[config.mk]
export PLATFORM = sky130hd
export DESIGN_NAME = serializer_merge_scheduler_flat
export DESIGN_NICKNAME = d
export VERILOG_FILES = /design/src/rtl/serializer_merge_scheduler_pkg.sv /design/src/rtl/serializer_merge_scheduler_if.sv /design/src/rtl/serializer_merge_scheduler_lane_min_select.sv /design/src/rtl/serializer_merge_scheduler.sv /design/src/flat_wrapper.sv
export SDC_FILE = /design/constraint.sdc
export NUM_CORES = 1
export LEC_CHECK = 0
export ABC_AREA = 1
export CAP_MARGIN = 30
export CORE_MARGIN = 4
export CORE_UTILIZATION = 35
export DETAILED_ROUTE_END_ITERATION = 16
export GPL_TIMING_DRIVEN = 0
export SYNTH_ARGS = -nofsm -noshare
export SYNTH_HDL_FRONTEND = slang
export SYNTH_SLANG_ARGS = --single-unit
[constraint.sdc]
create_clock -name clock_clk -period 4.8 [get_ports clock_clk]
set_clock_uncertainty 0.1 [all_clocks]
set_input_delay 0.96 -clock clock_clk [delete_from_list [all_inputs] [get_ports clock_clk]]
set_output_delay 0.96 -clock clock_clk [all_outputs]
set_load 0.01 [all_outputs]
[src/rtl/serializer_merge_scheduler_pkg.sv]
// Shared types and constants for the lane merge scheduler: FSM encoding,
// default widths and lane identifiers.
package serializer_pkg;

  typedef enum logic [1:0] {
    IDLE = 2'd0,
    ARB  = 2'd1,
    XFER = 2'd2,
    DONE = 2'd3
  } sched_state_t;

  localparam int INDEX_W_DEF = 10;
  localparam int CNT_W_DEF   = 16;

  localparam int LANE_VARINT = 0;
  localparam int LANE_RAW    = 1;

endpackage

[src/rtl/serializer_merge_scheduler_if.sv]
// Lane FIFO heads in, output FIFO write port out; the scheduler holds the master side.
interface serializer_merge_scheduler_if #(
  parameter int NUM_LANES = 2,
  parameter int INDEX_W   = 10
);

  // A byte moves on any clock edge where out_push is high. out_push is only
  // raised while out_full is low, and lane_pop mirrors out_push on the single
  // locked lane so the lane byte/index FIFOs and the output FIFO move together.
  logic [NUM_LANES-1:0]         lane_empty;
  logic [8*NUM_LANES-1:0]       lane_data;
  logic [INDEX_W*NUM_LANES-1:0] lane_index;
  logic [NUM_LANES-1:0]         lane_drained;
  logic [NUM_LANES-1:0]         lane_pop;
  logic                         out_full;
  logic                         out_push;
  logic [7:0]                   out_data;

  modport master (
    input  lane_empty, lane_data, lane_index, lane_drained, out_full,
    output lane_pop, out_push, out_data
  );

  modport slave (
    output lane_empty, lane_data, lane_index, lane_drained, out_full,
    input  lane_pop, out_push, out_data
  );

endinterface

[src/rtl/serializer_merge_scheduler_lane_min_select.sv]
// Picks the valid lane holding the smallest field index; ties go to the lowest lane.
module lane_min_select #(
  parameter int  NUM_LANES = 2,
  parameter int  INDEX_W   = 10,
  localparam int LANE_W    = (NUM_LANES > 1) ? $clog2(NUM_LANES) : 1
) (
  input  logic [NUM_LANES-1:0]         valid,
  input  logic [INDEX_W*NUM_LANES-1:0] index,
  output logic [LANE_W-1:0]            lane,
  output logic                         found
);

  logic [INDEX_W-1:0] best;

  // Strict less-than keeps the earlier (lower) lane on equal indices.
  always_comb begin
    lane  = '0;
    found = 1'b0;
    best  = '0;
    for (int k = 0; k < NUM_LANES; k++) begin
      if (valid[k] && (!found || (index[k*INDEX_W +: INDEX_W] < best))) begin
        found = 1'b1;
        lane  = LANE_W'(k);
        best  = index[k*INDEX_W +: INDEX_W];
      end
    end
  end

endmodule

[src/rtl/serializer_merge_scheduler.sv]
// Merges per-lane encoded byte streams into one output FIFO in ascending
// field-index order, granting whole fields at a time.
module serializer_merge_scheduler
  import serializer_pkg::*;
#(
  parameter int NUM_LANES = 2,
  parameter int INDEX_W   = INDEX_W_DEF,
  parameter int CNT_W     = CNT_W_DEF
) (
  input  logic                        clock_clk,
  input  logic                        reset_reset,
  input  logic                        msg_start,
  serializer_merge_scheduler_if.master lanes,
  output logic                        busy,
  output logic                        msg_done,
  output logic [CNT_W-1:0]            byte_count,
  output sched_state_t                state_dbg
);

  localparam int LANE_W = (NUM_LANES > 1) ? $clog2(NUM_LANES) : 1;

  sched_state_t       state, state_nxt;
  logic [LANE_W-1:0]  lock_lane, grant_lane;
  logic [INDEX_W-1:0] lock_index, grant_index, head_index;
  logic [NUM_LANES-1:0] lane_valid;
  logic grant_found, all_ready, all_done;
  logic head_empty, head_drained, push, release_lock;

  assign lane_valid = ~lanes.lane_empty;
  // A lane that is empty but not drained may still produce an earlier field.
  assign all_ready  = &(lane_valid | lanes.lane_drained);
  assign all_done   = &(lanes.lane_empty & lanes.lane_drained);

  lane_min_select #(
    .NUM_LANES (NUM_LANES),
    .INDEX_W   (INDEX_W)
  ) u_min_select (
    .valid (lane_valid),
    .index (lanes.lane_index),
    .lane  (grant_lane),
    .found (grant_found)
  );

  assign grant_index  = lanes.lane_index[int'(grant_lane)*INDEX_W +: INDEX_W];
  assign head_index   = lanes.lane_index[int'(lock_lane)*INDEX_W +: INDEX_W];
  assign head_empty   = lanes.lane_empty[lock_lane];
  assign head_drained = lanes.lane_drained[lock_lane];

  assign release_lock = (!head_empty && (head_index != lock_index)) ||
                        (head_empty && head_drained);
  // Gated by reset so a mid-field reset cannot leak a final byte.
  assign push = (state == XFER) && !reset_reset && !head_empty &&
                (head_index == lock_index) && !lanes.out_full;

  always_ff @(posedge clock_clk) begin
    if (reset_reset) state <= IDLE;
    else             state <= state_nxt;
  end

  always_comb begin
    state_nxt = state;
    case (state)
      IDLE: if (msg_start) state_nxt = ARB;
      ARB: begin
        if (all_done)                      state_nxt = DONE;
        else if (all_ready && grant_found) state_nxt = XFER;
      end
      XFER:    if (release_lock) state_nxt = ARB;
      DONE:    state_nxt = IDLE;
      default: state_nxt = IDLE;
    endcase
  end

  always_comb begin
    lanes.lane_pop            = '0;
    lanes.lane_pop[lock_lane] = push;
    lanes.out_push            = push;
    lanes.out_data            = push ? lanes.lane_data[int'(lock_lane)*8 +: 8] : 8'h00;
  end

  always_ff @(posedge clock_clk) begin
    if (reset_reset) begin
      lock_lane  <= '0;
      lock_index <= '0;
      byte_count <= '0;
    end else begin
      if ((state == ARB) && (state_nxt == XFER)) begin
        lock_lane  <= grant_lane;
        lock_index <= grant_index;
      end
      if ((state == IDLE) && msg_start)   byte_count <= '0;
      else if (push && (byte_count != '1)) byte_count <= byte_count + CNT_W'(1);
    end
  end

  assign busy      = (state != IDLE);
  assign msg_done  = (state == DONE);
  assign state_dbg = state;

endmodule
[src/flat_wrapper.sv]
// flat-port wrapper written by rule: the top's interface ports become plain ports
module serializer_merge_scheduler_flat import serializer_pkg::*;
#(
  parameter int NUM_LANES = 2,
  parameter int INDEX_W   = INDEX_W_DEF,
  parameter int CNT_W     = CNT_W_DEF
)
  (clock_clk, reset_reset, msg_start, busy, msg_done, byte_count, state_dbg, lanes_lane_empty, lanes_lane_data, lanes_lane_index, lanes_lane_drained, lanes_out_full, lanes_lane_pop, lanes_out_push, lanes_out_data);
  serializer_merge_scheduler_if #(.NUM_LANES(NUM_LANES), .INDEX_W(INDEX_W)) lanes_i ();
  input  logic clock_clk;
  input  logic reset_reset;
  input  logic msg_start;
  output logic busy;
  output logic msg_done;
  output logic [CNT_W-1:0] byte_count;
  output sched_state_t state_dbg;
  input wire logic [$bits(lanes_i.lane_empty)-1:0] lanes_lane_empty;
  input wire logic [$bits(lanes_i.lane_data)-1:0] lanes_lane_data;
  input wire logic [$bits(lanes_i.lane_index)-1:0] lanes_lane_index;
  input wire logic [$bits(lanes_i.lane_drained)-1:0] lanes_lane_drained;
  input wire logic [$bits(lanes_i.out_full)-1:0] lanes_out_full;
  output wire logic [$bits(lanes_i.lane_pop)-1:0] lanes_lane_pop;
  output wire logic [$bits(lanes_i.out_push)-1:0] lanes_out_push;
  output wire logic [$bits(lanes_i.out_data)-1:0] lanes_out_data;
  assign lanes_i.lane_empty = lanes_lane_empty;
  assign lanes_i.lane_data = lanes_lane_data;
  assign lanes_i.lane_index = lanes_lane_index;
  assign lanes_i.lane_drained = lanes_lane_drained;
  assign lanes_i.out_full = lanes_out_full;
  assign lanes_lane_pop = lanes_i.lane_pop;
  assign lanes_out_push = lanes_i.out_push;
  assign lanes_out_data = lanes_i.out_data;
  serializer_merge_scheduler #(.NUM_LANES(NUM_LANES), .INDEX_W(INDEX_W), .CNT_W(CNT_W)) u_core (.clock_clk(clock_clk), .reset_reset(reset_reset), .msg_start(msg_start), .lanes(lanes_i), .busy(busy), .msg_done(msg_done), .byte_count(byte_count), .state_dbg(state_dbg));
endmodule
==> run_results.csv <==
group,metric,value,unit
power_and_ir_drop,combPwrFrac,0.259,
floorplan,die_h,93.7,um
synth,ys_top_cells_by_area,"dfxtp_1, nand2_1, nand3_1",
synth,synth.distinct_cells,31,
final_layout,multi_input_area,0.00168,sq mm
final_layout,nNetsFinal,568,
status,outcome,"completed",
detailed_routing,drt_iter0_drc,148,
global_routing,grt_pass1_vias,2779,
clock_tree,post_cts_buffers,0,
floorplan,fp-row-count,30,
final_layout,drive_above_1_share,0.0660,
clock_tree,clock_latency,280,ps
detailed_routing,wirelength,7.87,mm
timing,rsz0062_at_grt,"false",
place,gp_congestion,0.881,
clock_tree,cts_buffers,5,
synth,yosys_register_bits,29,
place,post-dp-hpwl,6.17,mm
global_routing,grt_usage,0.183,
setup_path,path_max_fanout,9,
clock_tree,cts_tree,"yes",
timing,setup_viol,0,
detailed_routing,antenna_left,0,
floorplan,core_area,0.00698,sq mm
power_and_ir_drop,p_seq_frac,0.361,
synth,syn-num-nets,487,
detailed_routing,vias,3004,
floorplan,die_area,0.00878,sq mm
timing,fin_crit_sh,0.892,
final_layout,n_antenna_cell,0,
timing,layout_min_cycle_time,4280,ps
setup_path,critPathLaunchType,"primary input",
synth,ys_seq_area_frac,0.226,
final_layout,final_cell_count_no_fill,611,
clock_tree,htree_levels,2,
min_path,hp-class,"flop to flop",
setup_path,cp-startpoint,"lanes_lane_index[15]",
global_routing,grt_antenna_before_repair,0,
detailed_routing,wl_per_cell,12.9,um
synth,synthCells,433,
synth,syn-cell-area,0.00257,sq mm
final_layout,fillers,770,
setup_path,worst_ep_arrival_time,3220,ps
power_and_ir_drop,internal_power,0.498,mW
synth,avgSynthCellArea,5.94,sq um
synth,async_flop_share,0,
setup_path,worstReg2RegStart,"u_core.lock_lane$_SDFFE_PP0P_",
place,portBuffers,74,
floorplan,die_width,93.7,um
detailed_routing,drc,0,
job,maxCapViolCount,0,
synth,synth_top_area_cell,"dfxtp_1",
clock_tree,post_cts_resize_count,0,
detailed_routing,via_per_inst,4.92,
synth,synth_edf_count,0,
timing,tns,0,ps
clock_tree,cts_max_path_buffers,2,
power_and_ir_drop,p_clk_frac,0.380,
timing,hold_viol_final,0,
synth,yosys_warnings,0,
clock_tree,hold_buffers,0,
power_and_ir_drop,power-per-cell-area,198,mW/mm^2
global_routing,grt_pass1_wl,13.0,mm
final_layout,seqCellArea,581,sq um
final_layout,area_growth,38.0,%
final_layout,utilization,0.508,
timing,drv_slew,0,
synth,synth_top_area_frac,0.226,
min_path,worstHoldStart,"u_core.byte_count[15]$_SDFFE_PP0P_",
timing,tightest_slew,576,ps
setup_path,cp_data_required_time,3740,ps
floorplan,io_pins,75,
global_routing,grt_max_degree,11,
setup_path,path_class,"primary input to primary output",
power_and_ir_drop,ir_drop,0.000123,V
detailed_routing,drt_pass1_iterations,4,
timing,slew_headroom,0.613,
timing,max_freq,0.234,GHz
power_and_ir_drop,p_leak,1.54,nW
power_and_ir_drop,p_sw,0.205,mW
power_and_ir_drop,swShare,0.291,
clock_tree,clock-sinks,29,
synth,synth_most_common_cell,"nand2_1",
setup_path,worstSetupEndpointType,"primary output",
synth,yosys-top-cells-count,"nand2_1, inv_1, nand3_1",
global_routing,grt_overflow_total,0,
clock_tree,root_buffer,"clkbuf_8",
floorplan,initial_utilization,0.368,
clock_tree,clkTransAtPathRegs,70,ps
place,dp_cells,603,
synth,synthFlopType,"dfxtp_1",
sequential cells by signal, indices dropped and copies added (netlist names):
name	count
u_core.lock_lane	1
u_core.lock_index	10
u_core.byte_count	16
u_core.state_dbg	2
layout make-up:
cell class / count / area share
flip-flops and latches: 29 / 0.164
multi-input cells: 331 / 0.474
inverters: 59 / 0.0631
well taps: 96 / 0.0339
repair buffers: 74 / 0.209
clock inverters: 1 / 0.00846
clock buffers: 7 / 0.0243
plain buffers: 14 / 0.0243
per-layer routing:
metal / routed length, um / global-route usage / part of all wire / up-vias
met1: 3790 / 0.250 / 0.48 / 1337
met4: 88 / 0.0481 / 0.011 / 0
met3: 578 / 0.0393 / 0.073 / 5
met5: 0 / 0 / 0 / -
li1: - / - / - / 1565
met2: 3410 / 0.292 / 0.43 / 97
path summary, 6_finish.rpt:
| check | slack [ps] | cells past startpoint | to |
|---|---|---|---|
| worst min register to register | 390 | 2 | u_core.byte_count[15]$_SDFFE_PP0P_ |
| worst max register to register | 2720 | 12 | u_core.byte_count[1]$_SDFFE_PP0P_ |
| worst min-delay path | 390 | 2 | u_core.byte_count[15]$_SDFFE_PP0P_ |
| worst max-delay path | 520 | 14 | lanes_out_data[0] |
power by group through the flow:
stage / combinational [mW] / clock (mW) / sequential [mW]
floorplan: 0.106 / 0 / 0.259
global placement: 0.180 / 0 / 0.259
detailed placement: 0.182 / 0 / 0.259
CTS: 0.183 / 0.278 / 0.253
global route: 0.206 / 0.289 / 0.254
finish: 0.182 / 0.267 / 0.254
kinds of logic after synthesis:
family,share of synthesized area
xor gates and xnor gates,0.0375
buffers and inverters,0.121
DFF,0.226
and+or+nand+nor,0.484
AOI/OAI and AO/OA,0.0837
adders and majority gates,0.0487
per-stage QoR:
| step | worst slack (ps) | total power [mW] | hold WS (ps) | cell area [sq um] |
|---|---|---|---|---|
| 2_1_floorplan | 1700 | 0.365 | 399 | 2570 |
| 3_3_place_gp | 505 | 0.438 | 372 | 3430 |
| 3_5_place_dp | 497 | 0.440 | 379 | 3430 |
| 4_1_cts | 494 | 0.714 | 390 | 3550 |
| 5_1_grt | 311 | 0.749 | 426 | 3550 |
| 6_report | 519 | 0.703 | 385 | 3550 |
worst max-delay path, stage by stage:
cell and delay (ps):
clkdlybuf4s50_1 510, nand2_1 90, nand2_1 70, nand2_1 40
nand2_1 100, nand2_1 60, nor2_1 170, nand3_4 150
nor2_8 170, nand2_1 80, inv_2 130, nand2_1 60
nand2_1 80, clkdlybuf4s50_1 540
layout by cell type, fill, tap and decap left out, types with 4 or more instances in the layout:
cell             count
dfxtp_1             29
a21oi_1             33
nor3_1               8
nand3_1             55
ha_1                10
xor2_1               9
nand4_1             21
inv_1               55
nand2_2              8
buf_6                4
clkbuf_1             8
clkbuf_8             6
nor2_1              20
nand2_1            145
clkdlybuf4s50_1     74
No activity file was read; power rests on OpenSTA's default activity.
